[src/rtl/id_ex_skid.sv]
// ID->EX pipeline register with a 2-entry skid buffer (main + skid) and valid/ready handshake.
// ready_o comes straight from state, so there is no combinational path from ready_i to ready_o.
module id_ex_skid #(
   parameter int              DW         = 32,
   parameter logic [DW-1:0]   NOP_INST   = 32'h00000013,
   parameter logic [DW-1:0]   RESET_ADDR = 32'h00000000
) (
   input  logic          clk,
   input  logic          rst,
   input  logic [DW-1:0] inst_addr_i,
   input  logic [DW-1:0] inst_i,
   input  logic [DW-1:0] op_1_i,
   input  logic [DW-1:0] op_2_i,
   input  logic [4:0]    wd_addr_i,
   input  logic          reg_wen_i,
   input  logic          valid_i,
   output logic          ready_o,
   input  logic          flush_i,
   output logic [DW-1:0] inst_addr_o,
   output logic [DW-1:0] inst_o,
   output logic [DW-1:0] op_1_o,
   output logic [DW-1:0] op_2_o,
   output logic [4:0]    wd_addr_o,
   output logic          reg_wen_o,
   output logic          valid_o,
   input  logic          ready_i
);

   typedef struct packed {
      logic [DW-1:0] addr;
      logic [DW-1:0] inst;
      logic [DW-1:0] op_1;
      logic [DW-1:0] op_2;
      logic [4:0]    wd_addr;
      logic          reg_wen;
   } entry_t;

   typedef enum logic [1:0] {
      EMPTY = 2'd0,
      ONE   = 2'd1,
      FULL  = 2'd2
   } state_t;

   state_t state_q, state_d;
   entry_t main_q, main_d;
   entry_t skid_q, skid_d;
   entry_t in_entry;
   logic   acc;
   logic   ret;

   // Handshake: an entry moves on a rising edge only when both valid and ready are high
   // on that side; valid_o and head data stay stable until EX takes the entry.
   assign ready_o  = (state_q != FULL);
   assign valid_o  = (state_q != EMPTY);
   assign acc      = valid_i & ready_o;
   assign ret      = valid_o & ready_i;
   assign in_entry = '{addr: inst_addr_i, inst: inst_i, op_1: op_1_i, op_2: op_2_i,
                       wd_addr: wd_addr_i, reg_wen: reg_wen_i};

   always_comb begin
      state_d = state_q;
      main_d  = main_q;
      skid_d  = skid_q;
      if (flush_i) begin
         // A same-cycle retire is still taken by EX; any accept is dropped.
         state_d = EMPTY;
      end else begin
         unique case (state_q)
            EMPTY: begin
               if (acc) begin
                  main_d  = in_entry;
                  state_d = ONE;
               end
            end
            ONE: begin
               if (acc && ret) begin
                  main_d = in_entry;
               end else if (acc) begin
                  skid_d  = in_entry;
                  state_d = FULL;
               end else if (ret) begin
                  state_d = EMPTY;
               end
            end
            FULL: begin
               if (ret) begin
                  main_d  = skid_q;
                  state_d = ONE;
               end
            end
            default: state_d = EMPTY;
         endcase
      end
   end

   always_ff @(posedge clk) begin
      if (rst) begin
         state_q <= EMPTY;
         main_q  <= '0;
         skid_q  <= '0;
      end else begin
         state_q <= state_d;
         main_q  <= main_d;
         skid_q  <= skid_d;
      end
   end

   // Bubble (NOP) whenever no valid head entry is presented.
   always_comb begin
      inst_addr_o = RESET_ADDR;
      inst_o      = NOP_INST;
      op_1_o      = '0;
      op_2_o      = '0;
      wd_addr_o   = '0;
      reg_wen_o   = 1'b0;
      if (valid_o) begin
         inst_addr_o = main_q.addr;
         inst_o      = main_q.inst;
         op_1_o      = main_q.op_1;
         op_2_o      = main_q.op_2;
         wd_addr_o   = main_q.wd_addr;
         reg_wen_o   = main_q.reg_wen;
      end
   end

endmodule
[config.mk]
export PLATFORM = sky130hd
export DESIGN_NAME = id_ex_skid
export DESIGN_NICKNAME = d
export VERILOG_FILES = /design/src/rtl/id_ex_skid.sv
export SDC_FILE = /design/constraint.sdc
export NUM_CORES = 1
export LEC_CHECK = 0
export CAP_MARGIN = 10
export CORE_MARGIN = 2
export CORE_UTILIZATION = 56
export CTS_CLUSTER_SIZE = 16
export DETAILED_ROUTE_END_ITERATION = 8
export GPL_ROUTABILITY_DRIVEN = 0
export GPL_TIMING_DRIVEN = 0
export PLACE_DENSITY = 0.95
export SLEW_MARGIN = 10
export SYNTH_ARGS = -nofsm -noshare
export SYNTH_HDL_FRONTEND = slang
export SYNTH_SLANG_ARGS = --single-unit
[constraint.sdc]
create_clock -name clk -period 3.6 [get_ports clk]
set_input_delay 0.9 -clock clk [delete_from_list [all_inputs] [get_ports clk]]
set_output_delay 0.9 -clock clk [all_outputs]
set_load 0.1 [all_outputs]
# Word level (Yosys, flattened, before mapping)
# Index checks and enable logic that the tools add are counted.
# word_totals
regBits	270
in_bits	139
output_inout_bits	136
word_cells	49
# op_classes
n_eq_ne	8
mux	16
bitwise	4
n_reduce_logical	8
# op_table
operator	count
134-bit 2-to-1 mux	3
134-bit case mux with 3 select lines	1
32-bit 2-to-1 mux	4
2-bit 2-to-1 mux	5
2-bit != test, second input constant	5
4-bit AND reduction	2
2-bit case mux with 3 select lines	1
5-bit 2-to-1 mux	1
5-bit AND reduction	1
3-bit != test, second input constant	1
3-bit nonzero test	1
1-bit bitwise AND	2
2-bit by 1-bit equality test with 1-bit output, second input constant	1
2-bit equality test, second input constant	1
2-bit zero test	1
1-bit inverter	2
2-bit nonzero test	1
2-bit OR reduction	1
1-bit logical AND	1
1-bit 2-to-1 mux	1

# Logic depth before layout (Yosys ltp)
# Gate-level depths: netlist of run 1.
# logic_depth
word_depth	6
depth_mapped	7
mapped_depth_nobuf	4

# Worst setup path after synthesis of run 1
# No wires, ideal clock.
# synth_timing
kind	register to output
startpoint	reg state_q[0]
endpoint	out inst_addr_o[22]
arrival_ps	2520
t_required_ps	2700
setup_slack_ps	180
stages_incl_launch_ff	5
path_buffers	2
cell_sequence	dfxtp_1 -> or2_1 -> buf_2 -> clkbuf_1 -> and2_1
# synth_between
elab_chain_len	2
# synth_lines
element	line	text
from (decl)	44	state_t state_q, state_d;
from (signal assigned)	102	state_q <= state_d;
2-bit nonzero test	54	assign valid_o = (state_q != EMPTY);
net valid_o	25	output logic valid_o,
32-bit 2-to-1 mux	116	if (valid_o) begin
to (decl)	19	output logic [DW-1:0] inst_addr_o,
# The timed path passes the listed nets, and every way through them passes these cells.

# Worst setup path after layout of run 1
# layout_timing
startpoint	reg state_q[0]
endpoint	out valid_o
# layout_between
elab_chain_len	1
# layout_lines
element	line
2-bit nonzero test	54
to (decl)	25
# Every way passes these cells.

==> flow_summary.yaml, run 1 <==
critical_path:
  critPathKind: "reg2out"
  cp_max_fo: 10
  start_kind: "register"
  r2r_slack_ps: 1470
  crit_start: "state_q[0]"
  slowest_delay_ps: 870
  reg2reg_to: "main_q[38]"
  critical_path_required_ps: 2700
  worst-path-buf-inv: 3
  crit_slowest_cell: "clkdlybuf4s15_1"
  path_depth: 4
  cp_cell_sequence: "or2_1 -> clkbuf_4 -> clkbuf_1 -> clkdlybuf4s15_1"
  cp_data_arrival_time_ps: 2560
  crit_family: "buffers and inverters"
  cp-endpoint: "valid_o"
  crit_path_end_kind: "output pin"
  reg2reg_from: "state_q[1]"
  r2r.worst_path.cells: 6
synthesis:
  synth_cell_types: 28
  syn_nets: 1660
  synth-seq-cells: 270
  yosysSeqAreaShare: 0.411
  yosysWarnings: 0
  syn_area_sq_um: 13200
  syn_inst: 1521
  postSynthAreaPerCell_sq_um: 8.65
clocking:
  cts.path.max_buffers: 3
  cts_hold_buf: 0
  path_clk_slew_ps: 60
  post_cts_buffers: 0
  cts_made_buffers: 28
  clock-sinks: 270
  ctsHtreeMaxLevel: 1
  tritoncts: "yes"
  clock_latency_ps: 540
  root_buffer: "clkbuf_16"
pwr:
  p_leak_nw: 7.21
  cellPowerDensity_nw_per_um2: 420
  fin_total_pwr_mw: 7.25
  ir_drop_mv: 0.412
drt:
  drtIter0Drc: 854
  firstDrtPassIters: 7
  remaining_drc_errors: 0
  vias_per_cell: 5.92
  antenna_left: 0
  vias: 12800
  wl_per_cell_um: 19.4
  totalWireLength_mm: 42.0
sta:
  period_minus_slack_ps: 3460
  relSlewSlack: 0.358
  worst_slew_pin_slew_ps: 963
  final.setup_skew_ps: 12.3
  finalCritPeriodShare: 0.960
  fmax_mhz: 289
  setup_slack_ps: 143
  hold_ws_ps: 454
  maxSlewViolCount: 0
  hold_viol: 0
  tns_ps: 0
  rsz0062_at_grt: "false"
  setup_viol: 0
place:
  placed_cells: 2113
  place_ws_ps: -626
  dp_hpwl_mm: 28.8
  portBuffers: 273
grt:
  grt_util_met3: 0.0680
  busiest_layer: "met2"
  track_usage: 0.326
  grt_max_degree: 14
  antenna_found_initial: 3
  grt_pass1_wl_mm: 64.3
  grt_use_met1: 0.397
  overflow: 0
  grt_pass1_vias: 12300
  grt_util_met2: 0.545
run_status:
  status: "complete, no violations"
die:
  dieArea_sq_um: 24700
  core_area_sq_um: 23300
  num_rows: 56
  start_util: 0.566
  die_h_um: 157
  ios: 275
  die_x_um: 157
run:
  cap_violations: 0
layout:
  final_cell_mix: "nand2_1 (270), dfxtp_1 (270), clkdlybuf4s50_1 (137)"
  seqCellArea_sq_um: 5410
  final_cells: 2167
  area_growth_pct: 31.3
  drive_gt1_frac: 0.154
  fillers: 1647
  multi_input_area_sq_um: 6960
  fin_nets: 1963
hold_path:
  hold_class: "reg2reg"
cell type report:
type | count | share of cell area
multi-input combinational | 1088 | 0.403
timing repair buffer | 273 | 0.155
sequential | 270 | 0.313
buffer | 163 | 0.0467
clock inverter | 8 | 0.00992
tap | 319 | 0.0231
clock buffer | 42 | 0.0489
antenna | 4 | 0.000579
flip-flops by register name (all words and copies together), names as in the netlist:
| register | count |
|---|---|
| state_q | 2 |
| skid_q | 134 |
| main_q | 134 |
synth_stat cells (all sizes together):
library cell	number	area [sq um]
mux2i	134	1340
nand2b	6	45.0
o21ai	134	671
or2	1	6.26
a2111oi	1	10.0
dfxtp	270	5410
a21oi	136	692
o41ai	134	1460
and3b	1	8.76
and2	131	820
o22a	1	8.76
nor3	2	21.3
o21a	1	7.51
clkbuf	104	394
buf	59	402
nor2b	134	838
or3	1	6.26
and2b	1	7.51
nand2	270	1010
layer usage:
metal,share of wire,up-vias
met1,0.39,6045
met4,0.050,2
met3,0.089,160
met2,0.47,735
met5,0.00031,-
li1,-,5891
worst reg2reg max path: stages, from the launching register on:
cell and delay, ps:
dfxtp_1 410, and2b_1 260, a21oi_4 330, buf_4 340, clkbuf_1 350, o21ai_0 180
o41ai_1 120
metrics by stage:
| step | utilization | cell area, sq um |
|---|---|---|
| after floorplan | - | 13200 |
| final | 0.743 | 17300 |
| after CTS | 0.743 | 17300 |
| after global placement | 0.700 | 16300 |
| after global routing | 0.742 | 17300 |
| after detailed placement | 0.700 | 16300 |
cells by family after synthesis:
group           count (synthesis)  synth area share
simple gates                  547             0.210
mux                           134             0.102
compound gates                407             0.216
flops                         270             0.411
buf+inv                       163            0.0605
power by group:
part           switching (mW)  internal, mW  total, mW
combinational           0.603         0.336      0.939
clock                    1.22          1.97       3.19
sequential             0.0441          3.08       3.12
timing repair:
action	in CTS	in global routing
cloned	0	0
endpoints found under the setup margin	136	41
resized for setup	551	19
worst min path at each step:
stage,slack (ps),from,end,cells after the start
after CTS,450,skid_q[72],skid_q[72],2
after floorplan,440,skid_q[0],skid_q[0],2
after global placement,440,skid_q[43],skid_q[43],2
final,450,skid_q[11],skid_q[11],2
after global routing,470,skid_q[31],skid_q[31],2
after detailed placement,450,skid_q[72],skid_q[72],2
(Power assumes the default switching activity.)
==> run 2, diff against run 1 <==
- CTS_CLUSTER_DIAMETER: unset -> 60
- GPL_TIMING_DRIVEN: 0 -> 1
==> run 2 against run 1 <==
  * Utilization shrank 5.0 points
  * Count of clock-buffer cells in the layout shrank 21
  * Critical path type unchanged
  * Power shrank 17%
  * Wire length shrank 20%
  * Clock skew is essentially flat
  * Via count shrank 11%
  * Sequential cell count is the same
  * Critical endpoint is now op_2_o[26]
  * Non-clock buffer count shrank 140
  * Worst hold slack lost 1.2 ps
  * Highest routed layer is now met4
  * Combinational power shrank 8.2%
==> flow_summary.yaml, run 2 (synthesized netlist as in run 1, its figures left out) <==
die:
  ios: 275
  die_h_um: 157
  die_x_um: 157
  num_rows: 56
  start_util: 0.566
  core_area_sq_um: 23300
  dieArea_sq_um: 24700
clocking:
  root_buffer: "clkbuf_16"
  tritoncts: "yes"
  post_cts_buffers: 0
  clock_latency_ps: 500
  cts_resized: 0
  cts.path.max_buffers: 3
  path_clk_slew_ps: 70
  cts_made_buffers: 21
  cts_hold_buf: 0
  clock-sinks: 270
  ctsHtreeMaxLevel: 1
drt:
  totalWireLength_mm: 33.8
  drtIter0Drc: 777
  wl_per_cell_um: 16.9
  firstDrtPassIters: 5
  antenna_left: 0
  vias_per_cell: 5.72
  vias: 11400
  remaining_drc_errors: 0
sta:
  rsz0062_at_grt: "false"
  finalCritPeriodShare: 0.897
  maxSlewViolCount: 0
  relSlewSlack: 0.458
  worst_slew_pin_slew_ps: 813
  hold_viol: 0
  tns_ps: 0
  fmax_mhz: 310
  final.setup_skew_ps: 12.5
  period_minus_slack_ps: 3230
  setup_viol: 0
  hold_ws_ps: 453
layout:
  fillers: 1754
  final_cell_mix: "nand2_1 (270), dfxtp_1 (270), buf_4 (142)"
  reg_top3: "main_q (134), skid_q (134), state_q (2)"
  fin_nets: 1816
  drive_gt1_frac: 0.136
  area_growth_pct: 22.4
critical_path:
  critPathKind: "reg2out"
  critical_path_required_ps: 2700
  cp_cell_sequence: "or2_4 -> buf_12 -> and2_1 -> buf_4"
  slowest_delay_ps: 560
  crit_path_end_kind: "output pin"
  cp_max_fo: 51
  start_kind: "register"
  crit_slowest_cell: "or2_4"
  cp_data_arrival_time_ps: 2330
pwr:
  p_leak_nw: 6.91
  ir_drop_mv: 0.315
  cellPowerDensity_nw_per_um2: 376
hold_path:
  hold_class: "reg2reg"
grt:
  overflow: 0
  antenna_found_initial: 0
  grt_pass1_wl_mm: 53.8
  track_usage: 0.261
  grt_max_degree: 152
  grt_pass1_vias: 11100
run:
  cap_violations: 0
run_status:
  status: "complete, no violations"
place:
  dp_hpwl_mm: 21.1
  portBuffers: 274
[run 2: through the flow]
stage / instances / setup WS, ps / power [mW] / util / area, sq um
6_report: 1999 / 371 / 6.05 / 0.692 / 16100
5_1_grt: 1998 / 243 / 6.29 / 0.692 / 16100
4_1_cts: 1998 / 338 / 6.10 / 0.692 / 16100
3_5_place_dp: 1973 / 818 / 4.04 / 0.669 / 15600
3_3_place_gp: 1973 / 874 / 4.01 / 0.669 / 15600
2_1_floorplan: 1521 / 180 / 3.73 / - / 13200
[run 2: per-layer routing]
layer	routed length [um]	GRT usage	vias to the layer above
met2	17000	0.463	358
met4	853	0.0818	0
met3	1970	0.0446	62
met1	14000	0.324	5442
met5	0	0	-
li1	-	-	5580
[run 2: worst paths after layout]
| path | from | endpoint | slack (ps) | cells past startpoint |
|---|---|---|---|---|
| setup / recovery | state_q[0] | op_2_o[26] | 370 | 4 |
| hold / removal | skid_q[54] | skid_q[54] | 450 | 2 |
| setup reg to reg | state_q[0] | main_q[105] | 1420 | 4 |
| hold reg to reg | skid_q[54] | skid_q[54] | 450 | 2 |
[run 2: critical path: cells and delay by family, from the launching register on]
| kind | cells | cell delay (ps) |
|---|---|---|
| buffers and inverters | 2 | 580 |
| flip-flops | 1 | 470 |
| AND/OR/NAND/NOR | 2 | 760 |
[run 2: cell type report]
cell class | instances | area [sq um] | share of cell area
multi-input combinational | 1088 | 6970 | 0.433
sequential | 270 | 5410 | 0.336
timing repair buffer | 296 | 2780 | 0.172
clock buffer | 21 | 526 | 0.0326
tap | 319 | 399 | 0.0248
clock inverter | 4 | 26.3 | 0.00163
antenna | 1 | 2.50 | 0.000155
[run 2: power by group]
group	leakage [nW]	total (mW)	switching [mW]	internal [mW]
Combinational	4.45	0.862	0.536	0.326
Sequential	2.19	3.12	0.0396	3.08
Clock	0.271	2.07	1.03	1.05
